### config.mk
export PLATFORM = sky130hd
export DESIGN_NAME = seven_seg_scan_ctrl
export DESIGN_NICKNAME = d
export VERILOG_FILES = /design/src/rtl/seven_seg_pkg.sv /design/src/rtl/seven_seg_hex_decode.sv /design/src/rtl/seven_seg_scan_ctrl.sv
export SDC_FILE = /design/constraint.sdc
export NUM_CORES = 1
export LEC_CHECK = 0
export CORE_ASPECT_RATIO = 1.25
export CORE_MARGIN = 2
export CORE_UTILIZATION = 59
export CTS_CLUSTER_SIZE = 8
export DETAILED_ROUTE_END_ITERATION = 12
export PLACE_DENSITY = 0.85
export SYNTH_ARGS = -nofsm -noshare
export SYNTH_HDL_FRONTEND = slang
export SYNTH_SLANG_ARGS = --single-unit
### constraint.sdc
create_clock -name clk -period 7.87 [get_ports clk]
set_input_delay 1.9675 -clock clk [delete_from_list [all_inputs] [get_ports clk]]
set_output_delay 1.9675 -clock clk [all_outputs]
set_load 0.005 [all_outputs]
### src/rtl/seven_seg_pkg.sv
// Shared encodings for the seven-segment scan controller: page select codes
// and active-low segment constants.
package seven_seg_pkg;

  typedef enum logic [1:0] {
    PAGE_LO    = 2'b00,
    PAGE_HI    = 2'b01,
    PAGE_AUTO  = 2'b10,
    PAGE_BLANK = 2'b11
  } page_sel_e;

  // Active-low {g,f,e,d,c,b,a}
  localparam logic [6:0] SEG_0 = 7'h40;
  localparam logic [6:0] SEG_1 = 7'h79;
  localparam logic [6:0] SEG_2 = 7'h24;
  localparam logic [6:0] SEG_3 = 7'h30;
  localparam logic [6:0] SEG_4 = 7'h19;
  localparam logic [6:0] SEG_5 = 7'h12;
  localparam logic [6:0] SEG_6 = 7'h02;
  localparam logic [6:0] SEG_7 = 7'h78;
  localparam logic [6:0] SEG_8 = 7'h00;
  localparam logic [6:0] SEG_9 = 7'h10;
  localparam logic [6:0] SEG_A = 7'h08;
  localparam logic [6:0] SEG_B = 7'h03;
  localparam logic [6:0] SEG_C = 7'h46;
  localparam logic [6:0] SEG_D = 7'h21;
  localparam logic [6:0] SEG_E = 7'h06;
  localparam logic [6:0] SEG_F = 7'h0E;

  localparam logic [6:0] SEG_BLANK7 = 7'h7F;
  localparam logic [7:0] SEG_OFF    = 8'hFF;
  localparam logic [3:0] AN_OFF     = 4'hF;

endpackage

### src/rtl/seven_seg_hex_decode.sv
// Combinational hex nibble to active-low seven-segment pattern.
module seven_seg_hex_decode
  import seven_seg_pkg::*;
(
  input  logic [3:0] nibble,
  output logic [6:0] segs
);

  always_comb begin
    segs = SEG_0;
    unique case (nibble)
      4'h0: segs = SEG_0;
      4'h1: segs = SEG_1;
      4'h2: segs = SEG_2;
      4'h3: segs = SEG_3;
      4'h4: segs = SEG_4;
      4'h5: segs = SEG_5;
      4'h6: segs = SEG_6;
      4'h7: segs = SEG_7;
      4'h8: segs = SEG_8;
      4'h9: segs = SEG_9;
      4'hA: segs = SEG_A;
      4'hB: segs = SEG_B;
      4'hC: segs = SEG_C;
      4'hD: segs = SEG_D;
      4'hE: segs = SEG_E;
      4'hF: segs = SEG_F;
      default: segs = SEG_0;
    endcase
  end

endmodule

### src/rtl/seven_seg_scan_ctrl.sv
// Four-digit common-anode scan controller with paging, decimal points and blink.
// Define SEG_LZB_EN to enable leading-zero blanking within the displayed half.
module seven_seg_scan_ctrl
  import seven_seg_pkg::*;
#(
  parameter int unsigned SCAN_DIV     = 50000,
  parameter int unsigned PAGE_FRAMES  = 250,
  parameter int unsigned BLINK_FRAMES = 125
) (
  input  logic        clk,
  input  logic        reset,
  input  logic [31:0] disp_num,
  input  logic [1:0]  page_sel,
  input  logic [7:0]  dp_mask,
  input  logic [7:0]  blink_mask,
  output logic [3:0]  an,
  output logic [7:0]  seg,
  output logic        frame_tick
);

  localparam int unsigned PreW   = $clog2(SCAN_DIV);
  localparam int unsigned PageW  = $clog2(PAGE_FRAMES + 1);
  localparam int unsigned BlinkW = $clog2(BLINK_FRAMES + 1);

  localparam logic [PreW-1:0]   PreLast   = PreW'(SCAN_DIV - 1);
  localparam logic [PageW-1:0]  PageLast  = PageW'(PAGE_FRAMES - 1);
  localparam logic [BlinkW-1:0] BlinkLast = BlinkW'(BLINK_FRAMES - 1);

  logic [PreW-1:0]   pre_q;
  logic [1:0]        dig_q;
  logic [31:0]       sh_num_q;
  page_sel_e         sh_sel_q;
  logic [7:0]        sh_dp_q, sh_blink_q;
  logic              page_q, page_d;
  logic [PageW-1:0]  page_cnt_q, page_cnt_d;
  logic              blink_q, blink_d;
  logic [BlinkW-1:0] blink_cnt_q, blink_cnt_d;
  logic [3:0]        an_q, an_d;
  logic [7:0]        seg_q, seg_d;
  logic              tick_q;

  logic       pre_end, boundary, page_eff, lz_blank;
  logic [2:0] nib_idx;
  logic [3:0] nibble;
  logic [6:0] hex_segs;
  page_sel_e  new_sel;

  assign pre_end  = (pre_q == PreLast);
  assign boundary = pre_end && (dig_q == 2'd3);
  assign new_sel  = page_sel_e'(page_sel);

  // Frame-rate counters; only committed on the frame boundary.
  always_comb begin
    page_d      = page_q;
    page_cnt_d  = page_cnt_q;
    blink_d     = blink_q;
    blink_cnt_d = blink_cnt_q;
    if (new_sel == PAGE_AUTO && sh_sel_q != PAGE_AUTO) begin
      page_cnt_d = '0;
    end else if (sh_sel_q == PAGE_AUTO) begin
      if (page_cnt_q == PageLast) begin
        page_cnt_d = '0;
        page_d     = ~page_q;
      end else begin
        page_cnt_d = page_cnt_q + 1'b1;
      end
    end
    if (blink_cnt_q == BlinkLast) begin
      blink_cnt_d = '0;
      blink_d     = ~blink_q;
    end else begin
      blink_cnt_d = blink_cnt_q + 1'b1;
    end
  end

  always_comb begin
    page_eff = (sh_sel_q == PAGE_HI) || (sh_sel_q == PAGE_AUTO && page_q);
    nib_idx  = {page_eff, dig_q};
    nibble   = sh_num_q[{nib_idx, 2'b00} +: 4];
  end

  seven_seg_hex_decode u_hex_decode (
    .nibble (nibble),
    .segs   (hex_segs)
  );

`ifdef SEG_LZB_EN
  logic [11:0] half_hi;
  assign half_hi = page_eff ? sh_num_q[31:20] : sh_num_q[15:4];

  // Slot k blanks only when it and every higher slot of the half are zero.
  always_comb begin
    unique case (dig_q)
      2'd3:    lz_blank = (half_hi[11:8] == 4'h0);
      2'd2:    lz_blank = (half_hi[11:4] == 8'h0);
      2'd1:    lz_blank = (half_hi == 12'h0);
      default: lz_blank = 1'b0;
    endcase
  end
`else
  assign lz_blank = 1'b0;
`endif

  always_comb begin
    an_d  = ~(4'b0001 << dig_q);
    seg_d = {~sh_dp_q[nib_idx], lz_blank ? SEG_BLANK7 : hex_segs};
    if (sh_sel_q == PAGE_BLANK) begin
      an_d  = AN_OFF;
      seg_d = SEG_OFF;
    end else if (blink_q && sh_blink_q[nib_idx]) begin
      seg_d = SEG_OFF;
    end
  end

  always_ff @(posedge clk or posedge reset) begin
    if (reset) begin
      pre_q       <= '0;
      dig_q       <= '0;
      sh_num_q    <= '0;
      sh_sel_q    <= PAGE_LO;
      sh_dp_q     <= '0;
      sh_blink_q  <= '0;
      page_q      <= 1'b0;
      page_cnt_q  <= '0;
      blink_q     <= 1'b0;
      blink_cnt_q <= '0;
      an_q        <= AN_OFF;
      seg_q       <= SEG_OFF;
      tick_q      <= 1'b0;
    end else begin
      if (pre_end) begin
        pre_q <= '0;
        dig_q <= dig_q + 2'd1;
      end else begin
        pre_q <= pre_q + 1'b1;
      end
      tick_q <= boundary;
      if (boundary) begin
        sh_num_q    <= disp_num;
        sh_sel_q    <= new_sel;
        sh_dp_q     <= dp_mask;
        sh_blink_q  <= blink_mask;
        page_q      <= page_d;
        page_cnt_q  <= page_cnt_d;
        blink_q     <= blink_d;
        blink_cnt_q <= blink_cnt_d;
      end
      an_q  <= an_d;
      seg_q <= seg_d;
    end
  end

  assign an         = an_q;
  assign seg        = seg_q;
  assign frame_tick = tick_q;

endmodule

# Yosys cells after proc, flatten, opt, wreduce, memory -nomap -nowiden
# Memory sizes are Yosys's and may differ from the RTL's.
# Cells that the tools add are included.
totals:
  regBits: 98
  latch_bits: 0
  mem_bits_rw: 0
  romBits: 112
  inputBits: 52
  output_inout_bits: 13
  word_cells: 56
  mem_count: 1
op_classes:
  addsub: 4
  n_mul: 0
  div_mod_pow: 0
  n_lt_le_gt_ge: 1
  eq_ne: 9
  shift: 2
  n_mux: 12
  bitwise_logic: 5
  reduce_logical: 9
memory_table:
  columns: ["memory", "words", "word_bits", "read_ports", "rd_ports_with_merged_regs", "wr", "line", "rtl"]
  rows:
  - ["(no name shown)", 16, 7, 1, 0, 0, "seven_seg_hex_decode.sv:11", "unique case (nibble)"]
op_table:
  columns: ["operator", "count"]
  rows:
  - ["$mux W8", 5]
  - ["$shiftx A32 B6 Y4", 1]
  - ["$add A16 B1 Y16 const B", 1]
  - ["$eq A16 B16 Y1 const B", 1]
  - ["$mux W16", 1]
  - ["$add A8 B1 Y8 const B", 1]
  - ["$eq A2 B2 Y1 const B", 4]
  - ["$eq A8 B8 Y1 const B", 1]
  - ["$add A7 B1 Y7 const B", 1]
  - ["$eq A7 B7 Y1 const B", 1]
  - ["$mux W7", 1]
  - ["$bmux W1 S3", 2]
  - ["$logic_and A1 B1 Y1", 4]
  - ["$lt A3 B4 Y1 const B", 1]
  - ["$mux W4", 1]
  - ["$not A1 Y1", 4]
  - ["$not A4 Y4", 1]
  - ["$reduce_and A2 Y1", 2]
  - ["$reduce_and A4 Y1", 1]
  - ["$shl A1 B2 Y4 const A", 1]
  - ["$add A2 B1 Y2 const B", 1]
  - ["$eq A2 B1 Y1 const B", 1]
  - ["$mux W1", 2]
  - ["$ne A2 B2 Y1 const B", 1]
  - ["2 further kinds", 2]

# Depth between registers and ports, before layout
# Gate-level depths: netlist (run 1).
logic_depth:
  word_depth: 8
  ltp_mapped: 9

# Modules after synthesis
# From an unflattened synthesis (run 1), not the netlist that was laid out.
hier_totals:
  hier_cells: 494
  area_unflattened_um2: 4808.4
by_module_without_submodules:
  columns: ["mod", "n_inst", "cells_per_inst", "area_per_inst_um2", "seq_area_each_um2"]
  rows:
  - ["seven_seg_scan_ctrl", 1, 459, 4538.1, 2467.4]
  - ["seven_seg_hex_decode", 1, 35, 270.3, 0.0]

# Worst setup path before layout (run 1)
# OpenSTA, ideal clock, no wires.
synth_timing:
  path_type: "in2reg"
  start: "input page_sel[1]"
  end: "register page_cnt_q[5]"
  t_arrival_ns: 2.887
  t_required_ns: 7.749
  slack_ns: 4.862
  path_stages: 5
  path_buffers: 0
  path_cell_list: "nor2b_1 -> o2111ai_1 -> o21ai_0 -> o31ai_1 -> a22o_1"
synth_via:
  elab_chain_len: 4
  word_cells_on_any_way: 5
  cone_classes: "eq/ne (1); mux (1); reduce/logical (3)"
synth_lines:
  columns: ["item", "line", "rtl"]
  rows:
  - ["start, declared", "seven_seg_scan_ctrl.sv:13", "input logic [1:0] page_sel,"]
  - ["$eq A2 B2 Y1 (*)", "seven_seg_scan_ctrl.sv:58", "if (new_sel == PAGE_AUTO && sh_sel_q != PAGE_AUTO) begin"]
  - ["$logic_and A1 B1 Y1 (*)", "seven_seg_scan_ctrl.sv:58", null]
  - ["$reduce_bool A2 Y1 (no source line)", null, null]
  - ["$reduce_and A2 Y1 (no source line)", null, null]
  - ["end signal, assigned", "seven_seg_scan_ctrl.sv:144", "page_cnt_q <= page_cnt_d;"]
  - ["end, declared", "seven_seg_scan_ctrl.sv:35", "logic [PageW-1:0] page_cnt_q, page_cnt_d;"]
# Every way passes the cells marked *; elsewhere a longest branch is shown, timed or not.
# A chain may end at the register's enable or synchronous reset.

# Worst setup path in the final report (run 1)
layout_timing:
  start: "register an_q[0] (netlist: an[0])"
  end: "output an[0]"
layout_lines:
  columns: ["item", "line", "rtl"]
  rows:
  - ["start, declared", "seven_seg_scan_ctrl.sv:38", "logic [3:0] an_q, an_d;"]
  - ["start signal, assigned", "seven_seg_scan_ctrl.sv:148", "an_q <= an_d;"]
  - ["end, declared", "seven_seg_scan_ctrl.sv:16", "output logic [3:0] an,"]
# No word-level cell between the ends.

==> metrics.md, run 1 <==
| Metric | Value |
|---|---|
| Final Slew Violations | `0` |
| Routability cong. | `0.854` |
| GR Util met1 | `29.8%` |
| Commonest non-fill, non-tap cells in the layout | `nand2_1, dfrtp_1, clkdlybuf4s50_1` |
| CTS tree | `built` |
| Site Rows | `36` |
| GR Util met3 | `just under 6%` |
| Crit path launch | `an[0]` |
| #FFs+latches synth | `98` |
| Via count | `3623` |
| Post-synth top area share | `44.9%` |
| Fin Clk Skew | `8.92 ps` |
| R2R Setup Slk | `4660 ps` |
| Ys async rst share | `100%` |
| CP Depth | `1` |
| Relative slew slack | `between 40% and 50%` |
| Cells along the critical path | `clkdlybuf4s50_1` |
| Longest Clk Path Bufs | `2` |
| Worst-path maximum fanout | `1` |
| Syn. warnings | `0` |
| DRC viols | `0` |
| Finished Core Util | `72.5%` |
| Req. time, crit path | `approximately 5900 ps` |
| Hold Violations, Final | `0` |
| Final wirelength | `approximately 9500 um` |
| DR vias/cell | `roughly 5.6` |
| Largest delay contributor family on the critical path | `flip-flops` |
| All-Layer GR Usage | `23.5%` |
| Clock tree sinks | `98` |
| Status | `finished, final reports clean` |
| Core footprint | `7840 um^2` |
| CTS buffer count | `9` |
| Post-CTS resize count | `0` |
| Final min period | `~3400 ps` |
| Area Overhead vs Synth | `18.6%` |
| Setup TNS | `0 ps` |
| Post-CTS Setup Inserts | `0` |
| Crit path capture type | `output port` |
| Total gr overflow | `0` |
| Startpoint types | `flop` |
| Met2 GRT Util | `38.9%` |
| Layout cell share with drive strength beyond 1 | `9.67%` |
| Hold Path Origin | `pre_q[0]` |
| Main area contributors after synthesis | `dfrtp_1, nand2_1, dfstp_2` |
| Max Cap Violations | `0` |
| Syn_nets | `551` |
| Register area share after synthesis | `51.5%` |
| Die W | `84.6 um` |
| First-pass GRT wire length | `16500 um` |
| Chip height | `105 um` |
| Yosys top cell by area | `dfrtp_1` |
| Tcrit/Tclk final | `about 43%` |
| CTS Hold Buffers Added | `0` |
| Most Crowded Layer GR | `met2` |
| Final setup fails | `0` |
| Mean Syn Cell Area | `9.92 um^2` |
| Pwr/cell area | `152 nW/um^2` |
| # IOs | `65` |
| Pin count of the biggest net entering global routing | `64` |
| First drt pass iteration count | `5` |
| Count of buffers from port buffering | `64` |
| Number of global-route vias before repair | `around 3.7k` |
| H-Tree Depth | `3` |
| Post-detail-place hpwl | `6790 um` |
| Final Hold Slack | `462 ps` |
| 1st-iter DRT viols | `160` |
| Reg2reg end | `page_cnt_q[7]` |
| Crit-path slowest cell | `dfstp_2` |
| Antenna Cells | `0` |
| F_max | `approximately 300 MHz` |
| Cell Count Post-Placement | `roughly 630` |
| WS Path Type | `reg -> out` |
| Final Power | `0.863 mW` |
| Worst r2r src | `pre_q[7]` |
| Cells after Synth | `~480` |
| Worst slew pin tran | `around 810 ps` |
| Reg2Reg Depth | `7` |
| Crit path arrival time | `1410 ps` |
| Max VDD drop | `0.000116 V` |
| Synth Cell Area | `4790 um^2` |
| Initial antenna violation count | `0` |
| Main flop type after synthesis | `dfrtp_1` |
| Die area | `8860 um^2` |
| CP endpoint | `an[0]` |
| WL per Instance | `14.8 um` |
| Nets | `611` |
| Crit-path max cell delay | `530 ps` |
| Root buf cell | `clkbuf_8` |
| Hold Path Class | `reg -> reg` |
| Number of synthesized flops with an enable pin | `0` |
| LEAKAGE | `approximately 2.4 nW` |
| Clock latency at the later pin of the worst-skew pair | `380 ps` |
| RSZ-0062 raised after global routing | `false` |
| Clk slew on worst S/H paths | `90 ps` |
| Fillcell total | `569` |
| Non-Filler Instances | `643` |
| Worst Path Buf+Inv | `1` |
| Unique masters post-synth | `52` |
| Antenna-violating nets left | `0` |
| Most common cell after layout, fill and taps aside | `nand2_1` |
| Starting Density | `61.1%` |
how the worst min path moves through the flow:
stage	slack (ps)	endpoint	depth (start not counted)
after global placement	440	pre_q[0]	1
after detailed placement	450	pre_q[0]	1
after CTS	470	pre_q[0]	1
after floorplan	420	pre_q[0]	1
after global routing	480	pre_q[0]	1
final	460	pre_q[0]	1
stage by stage:
| stage | area [um^2] | setup slack [ps] |
|---|---|---|
| after floorplan | 4790 | 3360 |
| after global placement | 5490 | 4230 |
| after detailed placement | 5490 | 4130 |
| after CTS | 5680 | 4470 |
| after global routing | 5680 | 4330 |
| final | 5680 | 4490 |
sequential cells by signal, indices dropped and copies added (netlist names):
register,flops
sh_dp_q,8
sh_sel_q,2
seg,8
blink_cnt_q,7
blink_q,1
sh_num_q,32
page_q,1
frame_tick,1
pre_q,16
sh_blink_q,8
page_cnt_q,8
an,4
dig_q,2
worst register-to-register path, delay by kind of cell (launching register included):
kind,cells,cell delay (ps)
AO/OA/AOI/OAI,2,440
buffers and inverters,2,1010
flip-flops,1,430
AND/OR/NAND/NOR,3,1210
kinds of logic (layout without fill, tap and decap cells):
| logic type | count (synthesis) | after routing | share of synthesized area, % |
|---|---|---|---|
| multiplexers | 22 | 22 | 7.83 |
| adder cells (fa/ha/maj) | 16 | 16 | 4.18 |
| buffers and inverters | 33 | 98 | 2.95 |
| flip-flops | 98 | 98 | 51.5 |
| XOR/XNOR | 18 | 18 | 3.29 |
| AND/OR/NAND/NOR | 242 | 242 | 22.1 |
| AO/OA/AOI/OAI | 54 | 54 | 8.15 |
cells in the mapped netlist, types with 5 or more instances:
library cell / instances
nand2_1: 170
dfrtp_1: 86
nor2_1: 20
o21ai_0: 17
ha_1: 16
inv_1: 15
dfstp_2: 12
mux4_2: 12
xnor2_1: 10
clkbuf_1: 9
nand3_1: 9
nor3_1: 9
xor2_1: 8
buf_2: 7
o31ai_1: 7
mux2i_1: 6
a221o_1: 5
nand4_1: 5
metal layers:
metal  wire (um)  vias to the layer above
met3         392                       14
met5           0                        -
met1        4160                     1770
met4         181                        0
li1            -                     1752
met2        4780                       87
power breakdown:
part           leakage [nW]  internal [mW]  switching [mW]
sequential             1.05          0.503               0
combinational          1.27         0.0226          0.0133
clock                0.0925          0.147           0.177
total                  2.41          0.673           0.190
area by class of cell:
class                           instances  area (um^2)  area share, %
Clock inverter                          6         67.6           1.19
Inverter                               16         62.6           1.10
Tap cell                               95          119           2.09
Timing Repair Buffer                   66          656           11.5
Sequential cell                        98         2470           43.4
Clock buffer                           10          128           2.25
Multi-Input combinational cell        352         2180           38.4
Power figures use the tool's default switching activity.
==> run 2, diff against run 1 <==
--- a/config.mk
+++ b/config.mk
@@ -7,10 +7,10 @@
 export LEC_CHECK = 0
 export CORE_ASPECT_RATIO = 1.25
 export CORE_MARGIN = 2
-export CORE_UTILIZATION = 59
+export CORE_UTILIZATION = 55
 export CTS_CLUSTER_SIZE = 8
 export DETAILED_ROUTE_END_ITERATION = 12
-export PLACE_DENSITY = 0.85
+export PLACE_DENSITY = 0.8
 export SYNTH_ARGS = -nofsm -noshare
 export SYNTH_HDL_FRONTEND = slang
 export SYNTH_SLANG_ARGS = --single-unit
==> constraint.sdc (replaced) <==
create_clock -name clk -period 3.4 [get_ports clk]
set_input_delay 0.85 -clock clk [delete_from_list [all_inputs] [get_ports clk]]
set_output_delay 0.85 -clock clk [all_outputs]
set_load 0.005 [all_outputs]
==> run 2 against run 1 <==
  * Power rose by 140%
  * Final cell count is 1.6% higher
  * First-iteration DRC count increased by 52%
  * Sequential power increased by 130%
==> metrics.md, run 2 (synthesis results as in run 1) <==
| Metric | Value |
|---|---|
| WS Path Type | `reg -> reg` |
| Multi-input logic area | `2180 um^2` |
| Chip height | `roughly 110 um` |
| Fin Clk Skew | `a little over 9 ps` |
| Final setup fails | `0` |
| Longest Clk Path Bufs | `2` |
| First drt pass iteration count | `4` |
| Pwr/cell area | `358 nW/um^2` |
| Worst Path Buf+Inv | `0` |
| Core footprint | `8560 um^2` |
| Root buf cell | `clkbuf_8` |
| Most common cell after layout, fill and taps aside | `nand2_1` |
| RSZ-0062 raised after global routing | `false` |
| Top flop regs | `sh_num_q: 32 flops, pre_q: 16 flops` |
| Worst slew pin tran | `726 ps` |
| First-pass GRT wire length | `approximately 17000 um` |
| Crit path arrival time | `2970 ps` |
| Final Slew Violations | `0` |
| Fillcell total | `~670` |
| Layout cell share with drive strength beyond 1 | `10.7%` |
| Routability cong. | `0.871` |
| Number of global-route vias before repair | `approximately 3.6k` |
| Relative slew slack | `51.2%` |
| Die area | `roughly 9500 um^2` |
| Largest delay contributor family on the critical path | `multiplexers` |
| Status | `finished, final reports clean` |
| Seq. cell area | `2470 um^2` |
| Final wirelength | `9740 um` |
| Startpoint types | `flop` |
| # IOs | `65` |
| Clock tree sinks | `98` |
| 1st-iter DRT viols | `243` |
| Count of buffers from port buffering | `64` |
| Antenna Cells | `0` |
| Max VDD drop | `0.000302 V` |
| Via count | `between 3k and 4k` |
| Layout Cell Area excl Fill | `approximately 5800 um^2` |
| Commonest non-fill, non-tap cells in the layout | `nand2_1, dfrtp_1, clkdlybuf4s50_1` |
| Max Cap Violations | `0` |
| Clock latency at the later pin of the worst-skew pair | `360 ps` |
| Crit-path max cell delay | `750 ps` |
| Final min period | `2680 ps` |
| Total gr overflow | `0` |
| Worst-path maximum fanout | `15` |
| Req. time, crit path | `3690 ps` |
| All-Layer GR Usage | `between 20 and 25%` |
| Starting Density | `56.0%` |
| Area Overhead vs Synth | `20.2%` |
| Nets | `~620` |
| Initial antenna violation count | `0` |
| DR vias/cell | `roughly 5.5` |
| LEAKAGE | `2.45 nW` |
| F_max | `373 MHz` |
| Biggest register | `sh_num_q` |
| Setup TNS | `0 ps` |
| CTS tree | `built` |
| H-Tree Depth | `3` |
| Antenna-violating nets left | `0` |
| Crit-path slowest cell | `dfrtp_1` |
| Hold Path Class | `reg -> reg` |
| WL per Instance | `14.9 um` |
| Hold Violations, Final | `0` |
| Placed Area | `roughly 5500 um^2` |
| Pin count of the biggest net entering global routing | `99` |
| Post-detail-place hpwl | `6970 um` |
| Post-CTS Setup Inserts | `0` |
| CTS buffer count | `9` |
| CTS Hold Buffers Added | `0` |
| Max FFs per register | `32` |
| Post-CTS resize count | `0` |
| DRC viols | `0` |
| Site Rows | `38` |
| Clk slew on worst S/H paths | `roughly 90 ps` |
| Crit path capture type | `flop` |
| Die W | `87.5 um` |
| Cells along the critical path | `mux4_2 > mux2i_1 > mux2_2 > a221o_1` |
| Tcrit/Tclk final | `78.8%` |
## run 2: cell count changes in the layout (fill, tap and decap cells not counted)
cell and delta:
buf_4 +4, bufinv_16 +1, clkbuf_1 -1, clkinv_2 +1
clkinv_4 -1, buf_12 +1
## run 2: through the flow
step	setup WS, ps	total power, mW	utilization [%]	std cells	hold WS (ps)
detailed placement	768	1.27	64.8	637	447
global route	577	2.15	67.3	653	496
floorplan	7.78	1.21	-	483	424
CTS	738	2.09	67.3	653	459
finish	720	2.06	67.3	653	454
global placement	838	1.27	64.8	637	437
## run 2: power by group
group          leakage, nW  switching [mW]  internal [mW]
registers             1.05               0           1.17
clock network        0.105           0.400          0.413
logic                 1.30          0.0304         0.0541
total                 2.45           0.431           1.63
## run 2: layout make-up
type / count / area share (%)
multi-input combinational: 352 / 37.9
timing repair buffer: 71 / 12.3
tap: 100 / 2.17
inverter: 16 / 1.09
clock buffer: 9 / 2.15
sequential: 98 / 42.8
clock inverter: 7 / 1.63
## run 2: final timing paths
check	cells past startpoint	slack [ps]	endpoint	start
max	4	720	seg[4]	dig_q[1]
min	1	450	pre_q[0]	pre_q[0]
max reg2reg	4	720	seg[4]	dig_q[1]
min reg2reg	1	450	pre_q[0]	pre_q[0]
max in group asynchronous	3	2060	seg[1]	reset
min in group asynchronous	3	880	sh_dp_q[5]	reset
## run 2: routing by layer
layer | part of all wire [%] | global-route usage, %
met5 | 0 | 0
met4 | 2.0 | 7.91
met3 | 3.8 | 4.73
met2 | 52 | 38.1
met1 | 42 | 28.4
